[src/rtl/bus_timer_slave.sv]
// Memory-mapped 32-bit down-counting timer with auto-reload, on a read/write/waitrequest bus.
// Programmable wait states; returns OKAY / SLVERR / DECERR and a level interrupt.
`timescale 1ns/1ps
module bus_timer_slave #(
    parameter logic [31:0] BASE_ADDR = 32'h0000_1000,
    parameter int unsigned LATENCY   = 1
) (
    input  logic        clk,
    input  logic        rst,
    input  logic [31:0] bus_addr,
    input  logic        bus_read,
    input  logic        bus_write,
    input  logic [31:0] bus_writedata,
    input  logic [3:0]  bus_byteenable,
    output logic [31:0] bus_readdata,
    output logic [1:0]  bus_response,
    output logic        bus_waitrequest,
    output logic        irq
);

    localparam logic [1:0] RESP_OKAY   = 2'b00;
    localparam logic [1:0] RESP_SLVERR = 2'b10;
    localparam logic [1:0] RESP_DECERR = 2'b11;
    localparam logic [3:0] LAT_LAST    = (LATENCY == 0) ? 4'd0 : 4'(LATENCY - 1);

    typedef enum logic [1:0] {IDLE, WAIT, ACK} state_t;

    state_t      state, state_next;
    logic [3:0]  wait_cnt;
    logic        lat_write;
    logic [31:0] lat_addr;
    logic [31:0] lat_wdata;
    logic [3:0]  lat_be;

    logic [2:0]  ctrl;
    logic        expired;
    logic [31:0] load;
    logic [31:0] count;

    logic [31:0] dec_addr;
    logic        dec_write;
    logic        in_window;
    logic        aligned;
    logic [1:0]  reg_sel;
    logic [1:0]  resp_next;
    logic [31:0] rdata_next;
    logic        commit;
    logic        timer_set;
    logic [31:0] load_merged;

    // With LATENCY=0 the ACK is entered straight from IDLE, so decode the live request there.
    assign dec_addr  = (state == IDLE) ? bus_addr  : lat_addr;
    assign dec_write = (state == IDLE) ? bus_write : lat_write;
    assign in_window = (dec_addr[31:4] == BASE_ADDR[31:4]);
    assign aligned   = (dec_addr[1:0] == 2'b00);
    assign reg_sel   = dec_addr[3:2];

    assign commit    = (state == ACK) && lat_write && in_window && aligned;
    assign timer_set = ctrl[0] && (count == 32'd1);

    always_comb begin
        resp_next  = RESP_OKAY;
        rdata_next = '0;
        if (!in_window) begin
            resp_next = RESP_DECERR;
        end else if (!aligned) begin
            resp_next = RESP_SLVERR;
        end else if (dec_write) begin
            if (reg_sel == 2'd3) resp_next = RESP_SLVERR;
        end else begin
            case (reg_sel)
                2'd0:    rdata_next = {29'd0, ctrl};
                2'd1:    rdata_next = {31'd0, expired};
                2'd2:    rdata_next = load;
                default: rdata_next = count;
            endcase
        end
    end

    always_comb begin
        load_merged = load;
        for (int i = 0; i < 4; i++) begin
            if (lat_be[i]) load_merged[8*i +: 8] = lat_wdata[8*i +: 8];
        end
    end

    always_comb begin
        state_next = state;
        case (state)
            IDLE: if (bus_read || bus_write) state_next = (LATENCY == 0) ? ACK : WAIT;
            WAIT: if (wait_cnt == LAT_LAST) state_next = ACK;
            ACK:  state_next = IDLE;
            default: state_next = IDLE;
        endcase
    end

    always_ff @(posedge clk) begin
        if (rst) state <= IDLE;
        else     state <= state_next;
    end

    always_ff @(posedge clk) begin
        if (rst) begin
            wait_cnt        <= '0;
            lat_write       <= 1'b0;
            bus_waitrequest <= 1'b1;
            bus_readdata    <= '0;
            bus_response    <= RESP_OKAY;
        end else begin
            bus_waitrequest <= (state_next != ACK);
            if (state == IDLE && (bus_read || bus_write)) begin
                lat_write <= bus_write;
                wait_cnt  <= '0;
            end else if (state == WAIT) begin
                wait_cnt <= wait_cnt + 4'd1;
            end
            if (state_next == ACK && state != ACK) begin
                bus_readdata <= rdata_next;
                bus_response <= resp_next;
            end
        end
    end

    always_ff @(posedge clk) begin
        if (state == IDLE && (bus_read || bus_write)) begin
            lat_addr  <= bus_addr;
            lat_wdata <= bus_writedata;
            lat_be    <= bus_byteenable;
        end
    end

    // Timer and register file; a bus LOAD write overrides the timer's COUNT update.
    always_ff @(posedge clk) begin
        if (rst) begin
            ctrl    <= '0;
            expired <= 1'b0;
            load    <= '0;
            count   <= '0;
            irq     <= 1'b0;
        end else begin
            irq <= expired & ctrl[1];
            if (ctrl[0]) begin
                if (count > 32'd1)       count <= count - 32'd1;
                else if (count == 32'd1) count <= '0;
                else if (ctrl[2])        count <= load;
            end
            if (timer_set)
                expired <= 1'b1;
            else if (commit && reg_sel == 2'd1 && lat_be[0] && lat_wdata[0])
                expired <= 1'b0;
            if (commit) begin
                case (reg_sel)
                    2'd0: if (lat_be[0]) ctrl <= lat_wdata[2:0];
                    2'd2: begin
                        load  <= load_merged;
                        count <= load_merged;
                    end
                    default: ;
                endcase
            end
        end
    end

endmodule

[config.mk]
export PLATFORM = sky130hd
export DESIGN_NAME = bus_timer_slave
export DESIGN_NICKNAME = d
export VERILOG_FILES = /design/src/rtl/bus_timer_slave.sv
export SDC_FILE = /design/constraint.sdc
export NUM_CORES = 1
export LEC_CHECK = 0
export BUFFER_PORTS_ARGS = -buffer_cell sky130_fd_sc_hd__buf_2
export CAP_MARGIN = 40
export CORE_ASPECT_RATIO = 0.8
export CORE_MARGIN = 3
export CORE_UTILIZATION = 50
export CTS_BUF_LIST = sky130_fd_sc_hd__clkbuf_8 sky130_fd_sc_hd__clkbuf_16
export CTS_CLUSTER_SIZE = 20
export DETAILED_ROUTE_END_ITERATION = 12
export PLACE_DENSITY = 0.77
export SLEW_MARGIN = 20
export SYNTH_ARGS = -nofsm -noshare
export SYNTH_HDL_FRONTEND = slang
export SYNTH_SLANG_ARGS = --single-unit
[constraint.sdc]
create_clock -name clk -period 10.5 [get_ports clk]
set_input_delay 0.525 -clock clk [delete_from_list [all_inputs] [get_ports clk]]
set_output_delay 0.525 -clock clk [all_outputs]
set_load 0.02 [all_outputs]
==> results of run 1 <==
[Yosys cell counts, types with 5 or more instances]
cell,instances
nor2_1,72
and4_1,5
a221oi_1,22
nor4_1,19
nand3_1,46
a211oi_1,27
and2_1,5
clkbuf_1,43
or3_1,7
inv_1,10
edfxtp_1,68
nor4b_1,5
nor2b_1,15
a21oi_1,54
a2bb2oi_1,33
a311oi_1,5
nand4_1,15
nand2b_1,5
nor3_1,24
o2bb2ai_1,5
dfxtp_1,111
buf_2,15
o21ai_0,23
nand2_1,58
mux2i_1,68
[area by class of cell]
type / count / area, µm² / share of cell area (%)
Sequential cell: 179 / 4260 / 43.4
Timing Repair Buffer: 124 / 718 / 7.30
Clock inverter: 15 / 214 / 2.18
Multi-Input combinational cell: 587 / 3900 / 39.7
Inverter: 10 / 37.5 / 0.382
Tap cell: 215 / 269 / 2.74
Clock buffer: 17 / 425 / 4.33
[cell families after synthesis]
kind of cell | Yosys count | share of synthesized area, %
XOR/XNOR | 7 | 0.724
adder cells (fa/ha/maj) | 4 | 0.591
buffers and inverters | 75 | 3.74
AND/OR/NAND/NOR | 301 | 18.8
multiplexers | 72 | 8.71
AO/OA/AOI/OAI | 203 | 17.1
flip-flops | 179 | 50.4
[cells in the final DEF (no fill, tap or decap), drive strengths merged, types with 5 or more instances in the layout]
cell and instances:
nand2b 5, clkbuf 17, nand4 16, nor4b 5, and4 6, nand3 46
edfxtp 68, or3 7, o2bb2ai 5, dfxtp 111, a221oi 23, mux2i 68
nor2 73, nor3 24, a2bb2oi 33, nor4 25, buf 124, and2 5
nor2b 15, inv 15, bufinv 5, a21oi 54, o21ai 24, a211oi 27
and3 5, nand2 59, a311oi 5
[worst paths after layout]
path	cells past startpoint	from	to
worst max-delay path	8	count[1]$_SDFF_PP0_	count[23]$_SDFF_PP0_
worst min-delay path	1	bus_writedata[23]	lat_wdata[23]$_DFFE_PP_
worst max register to register	8	count[1]$_SDFF_PP0_	count[23]$_SDFF_PP0_
worst min register to register	2	expired$_SDFFE_PP0P_	irq$_SDFF_PP0_
[flip-flops by register name, summed over array words and instances, names as in the netlist, 3 cells and up]
register	count
lat_addr	32
lat_wdata	32
ctrl	3
count	32
wait_cnt	4
lat_be	4
load	32
bus_readdata	32
[per-stage QoR]
step	setup slack [ns]	instance area, µm²
final	6.71	9830
after global routing	6.39	9830
after floorplan	6.26	8460
after detailed placement	6.85	9140
after global placement	6.93	9080
after CTS	6.82	9770
[report_power, final]
part / total [mW] / switching, mW / internal (mW)
clock: 0.696 / 0.274 / 0.421
sequential: 0.791 / 0.0279 / 0.763
combinational: 0.132 / 0.0810 / 0.0510
[routing by layer]
metal | vias to the layer above | GRT usage [%]
li1 | 3357 | -
met1 | 3355 | 34.0
met2 | 277 | 35.2
met3 | 32 | 5.09
met4 | 0 | 7.30
met5 | - | 0
==> metrics.md, run 1 <==
| Metric | Value |
|---|---|
| Placed Cells | 1,112 |
| Antenna-violating nets left | 0 |
| Fillers | 1,303 |
| Met2 routed wirelength | 9830 µm |
| Worst vdd ir | 0.000110 V |
| Crit path launch type | flip-flop |
| Drt first pass iters | 5 |
| Slew headroom | 44.9% |
| Skew final | 0.00847 ns |
| Status | finished clean |
| Crit path DAT | 4.13 ns |
| Setup TNS | 0 ns |
| Area growth from synthesis to layout | 16.2% |
| CTS Root Cell | clkbuf_16 |
| CP max FO | 13 |
| Largest net degree at the start of global routing | 78 |
| Layout Nets | 995 |
| Async SR Flop Fraction | 0% |
| Max-cap violations | 0 |
| Crit Path Category | flip-flop to flip-flop |
| DRC Markers | 0 |
| Ys flop type | dfxtp_1 |
| Hold Slack | 0.260 ns |
| Buffer count from post-CTS setup fixing | 0 |
| Clock Tree Buf Depth | 2 |
| Grt ovf | 0 |
| Clock sink count | 179 |
| Post-Route Utilization | 60.8% |
| Total power density per cell area | 165 nW/µm² |
| Final HPWL DP | 14,000 µm |
| Synth Register Bits | 179 |
| IO Count | 108 |
| Final Setup Violations | 0 |
| Critical-path cell list | inv_1 -> ha_1 -> nor3b_2 -> and4_1 -> nand4_1 -> o21ai_2 -> o21ai_0 -> a221oi_1 |
| Gpl congestion | 0.927 |
| Post-synthesis sequential area ratio | 50.4% |
| Highest metal used | met4 |
| CTS resizes | 0 |
| Area leader, netlist | dfxtp_1 |
| H-tree depth | 4 |
| DR WL/cell | 18.6 µm |
| Top delay family on crit path | simple AND/OR/NAND/NOR gates |
| Worst-Margin Slew | 0.827 ns |
| Final period util | 36.1% |
| Top cells by area, synth | dfxtp_1, edfxtp_1, mux2i_1 |
| Max frequency | 264 MHz |
| Final Hold Viols | 0 |
| Power, Total | 1.62 mW |
| Vias in the first global route | 6,491 |
| Met1 wire length | 9710 µm |
| Total global-route track usage | 23.5% |
| EDFF count, synth | 68 |
| Die area | 18,500 µm² |
| Global-route wire length before repair | 34,300 µm |
| Via count | 7,021 |
| Die Y | 122 µm |
| HP Class | primary input to flip-flop |
| Post-Syn Area | 8460 µm² |
| Antenna diode count | 0 |
| CTS Buf Count | 17 |
| Worst setup EP type | flip-flop |
| Std-Cell Rows | 41 |
| Non-Filler Instances | 1,147 |
| Reg clk slew, reported paths | 0.07 ns |
| Cells after Synth | 841 |
| Leak | 3.65 nW |
| Reg-to-reg setup timing slack | 6.71 ns |
| Max Slew Vio Count | 0 |
| Starting density of the core | 52.4% |
| Yosys warns | 0 |
| Cts hold-fix bufs | 0 |
| Starting DRT DRC Count | 629 |
| Yosys cell types | 67 |
| Post-Syn Area per Cell | 10.1 µm² |
| Initial antenna violation count | 0 |
| RSZ-0062 raised after global routing | false |
| Area of the core | 16,200 µm² |
| DR WL met3 | 1480 µm |
| Final min period | 3.79 ns |
| Die width | 151 µm |
| Wirelength, routed | 21,300 µm |
| Clk_lat worst skew | 0.44 ns |
| Slowest cell delay on critical path | 0.85 ns |
| Buf/Inv on CP | 1 |
| Via density | 6.12 |
| Share of cells above drive strength 1 | 19.0% |
| Slowest stage cell, crit path | o21ai_2 |
| CTS tree | built |
| Yosys top cell area share | 26.3% |
| Mapped Nets | 917 |
| Port Buffers | 107 |
| Worst Path Required | 10.84 ns |
Note: power is estimated with default switching activity, not from simulation.
==> inputs of run 2 (changes only) <==
==> constraint.sdc (replaced) <==
create_clock -name clk -period 4 [get_ports clk]
set_input_delay 0.2 -clock clk [delete_from_list [all_inputs] [get_ports clk]]
set_output_delay 0.2 -clock clk [all_outputs]
set_load 0.02 [all_outputs]
==> metrics.md, run 2 (same netlist as run 1, synthesis figures left out) <==
| Metric | Value |
|---|---|
| Status | finished clean (unchanged) |
| Gpl congestion | 0.930 (was 0.927) |
| Final HPWL DP | 14,400 µm (was 14,000 µm) |
| Max frequency | 321 MHz (was 264 MHz) |
| Final min period | 3.12 ns (was 3.79 ns) |
| Share of cells above drive strength 1 | 18.4% (was 19.0%) |
| Crit path DAT | 3.42 ns (was 4.13 ns) |
| Setup TNS | 0 ns (unchanged) |
| Starting density of the core | 52.4% (unchanged) |
| Die area | 18,500 µm² (unchanged) |
| Clock sink count | 179 (unchanged) |
| Vias in the first global route | 7,038 (was 6,491) |
| Layout Nets | 1,068 (was 995) |
| H-tree depth | 4 (unchanged) |
| Slew headroom | 43.3% (was 44.9%) |
| DR WL/cell | 18.5 µm (was 18.6 µm) |
| Final Setup Violations | 0 (unchanged) |
| IO Count | 108 (unchanged) |
| HP Class | primary input to flip-flop (unchanged) |
| Buffer count from post-CTS setup fixing | 0 (unchanged) |
| Starting DRT DRC Count | 811 (was 629) |
| Clock Tree Buf Depth | 2 (unchanged) |
| Worst Path Required | 4.30 ns (was 10.84 ns) |
| Die width | 151 µm (unchanged) |
| DRC Markers | 0 (unchanged) |
| Total global-route track usage | 25.1% (was 23.5%) |
| Placed Cells | 1,117 (was 1,112) |
| Antenna-violating nets left | 0 (unchanged) |
| Worst vdd ir | 0.000277 V (was 0.000110 V) |
| Wirelength, routed | 22,600 µm (was 21,300 µm) |
| Crit path launch type | flip-flop (unchanged) |
| Largest net degree at the start of global routing | 83 (was 78) |
| Initial antenna violation count | 0 (unchanged) |
| CTS Root Cell | clkbuf_16 (unchanged) |
| Worst-Margin Slew | 0.849 ns (was 0.827 ns) |
| CP max FO | 20 (was 13) |
| Global-route wire length before repair | 36,500 µm (was 34,300 µm) |
| Area growth from synthesis to layout | 23.9% (was 16.2%) |
| Skew final | 0.0117 ns (was 0.00847 ns) |
| Non-Filler Instances | 1,220 (was 1,147) |
| Final period util | 77.9% (was 36.1%) |
| Std-Cell Rows | 41 (unchanged) |
| CTS tree | built (unchanged) |
| Die Y | 122 µm (unchanged) |
| CTS Buf Count | 17 (unchanged) |
| Antenna diode count | 0 (unchanged) |
| Commonest non-fill, non-tap cells in the layout | dfxtp_1, buf_2, nor2_1 (unchanged) |
| Area of the core | 16,200 µm² (unchanged) |
| Crit Path Category | flip-flop to flip-flop (unchanged) |
| RSZ-0062 raised after global routing | false (unchanged) |
| Clk_lat worst skew | 0.44 ns (about the same) |
| Port Buffers | 107 (unchanged) |
| Worst setup EP type | flip-flop (unchanged) |
| Drt first pass iters | 5 (unchanged) |
| Reg clk slew, reported paths | 0.07 ns (about the same) |
| Max-cap violations | 0 (unchanged) |
| Final Hold Viols | 0 (unchanged) |
| Total power density per cell area | 389 nW/µm² (was 165 nW/µm²) |
| Via count | 7,322 (was 7,021) |
| Max Slew Vio Count | 0 (unchanged) |
| Most common cell after layout, fill and taps aside | dfxtp_1 (unchanged) |
| Via density | 6.00 (was 6.12) |
| Leak | 3.93 nW (was 3.65 nW) |
| Fillers | 1,258 (was 1,303) |
| Grt ovf | 0 (unchanged) |
run 2: worst max-delay path: stages (launching register included):
cell and delay (ns):
dfxtp_1 0.35, inv_1 0.09, ha_1 0.20, nor3b_2 0.43
and4_1 0.55, o211a_1 0.70, buf_4 0.27, o21ai_0 0.09
a21oi_1 0.19, a221oi_1 0.10
run 2: final cells by class:
class / instances / area [µm²] / share of cell area [%]
clock buffer: 20 / 467 / 4.45
inverter: 10 / 37.5 / 0.358
multi-input combinational: 587 / 3900 / 37.2
timing repair buffer: 197 / 1450 / 13.8
tap: 215 / 269 / 2.57
clock inverter: 12 / 97.6 / 0.931
sequential: 179 / 4260 / 40.7
run 2: path summary, 6_finish.rpt:
| kind | startpoint | endpoint | slack (ns) | cells past startpoint |
|---|---|---|---|---|
| worst max-delay path | count[1]$_SDFF_PP0_ | count[12]$_SDFF_PP0_ | 0.88 | 9 |
| worst min-delay path | bus_write | lat_write$_SDFFE_PP0P_ | 0.06 | 3 |
| worst max register to register | count[1]$_SDFF_PP0_ | count[12]$_SDFF_PP0_ | 0.88 | 9 |
| worst min register to register | bus_readdata[0]$_SDFFE_PP0P_ | bus_readdata[0]$_SDFFE_PP0P_ | 0.46 | 2 |
run 2: repair_timing:
action | in CTS | in global routing
hold buffers | 68 | 1
setup endpoints to repair | 0 | 0
endpoints found under the hold margin | 68 | 1
gates resized for setup | 0 | 0
run 2: per-stage QoR:
step	hold slack, ns	total power [mW]	cell area (µm²)	setup WS [ns]	utilization (%)
after CTS	0.0416	4.09	10400	0.902	64.6
after floorplan	0.299	2.32	8470	0.974	-
after detailed placement	0.378	2.45	9190	0.938	56.9
after global placement	0.376	2.44	9170	1.03	56.8
after global routing	0.0728	4.22	10500	0.591	64.9
final	0.0590	4.08	10500	0.883	64.9
run 2: where the power goes:
| part | internal (mW) | leakage (nW) | total (mW) | switching [mW] |
|---|---|---|---|---|
| Sequential | 2.00 | 1.56 | 2.08 | 0.0749 |
| Combinational | 0.181 | 2.08 | 0.405 | 0.223 |
| Clock | 0.858 | 0.286 | 1.60 | 0.741 |
run 2: routing by layer:
metal	routed length, µm	up-vias	global-route usage (%)
li1	-	3507	-
met1	9880	3459	34.5
met2	10600	312	39.3
met3	1630	44	5.87
met4	472	0	8.15
met5	0	-	0
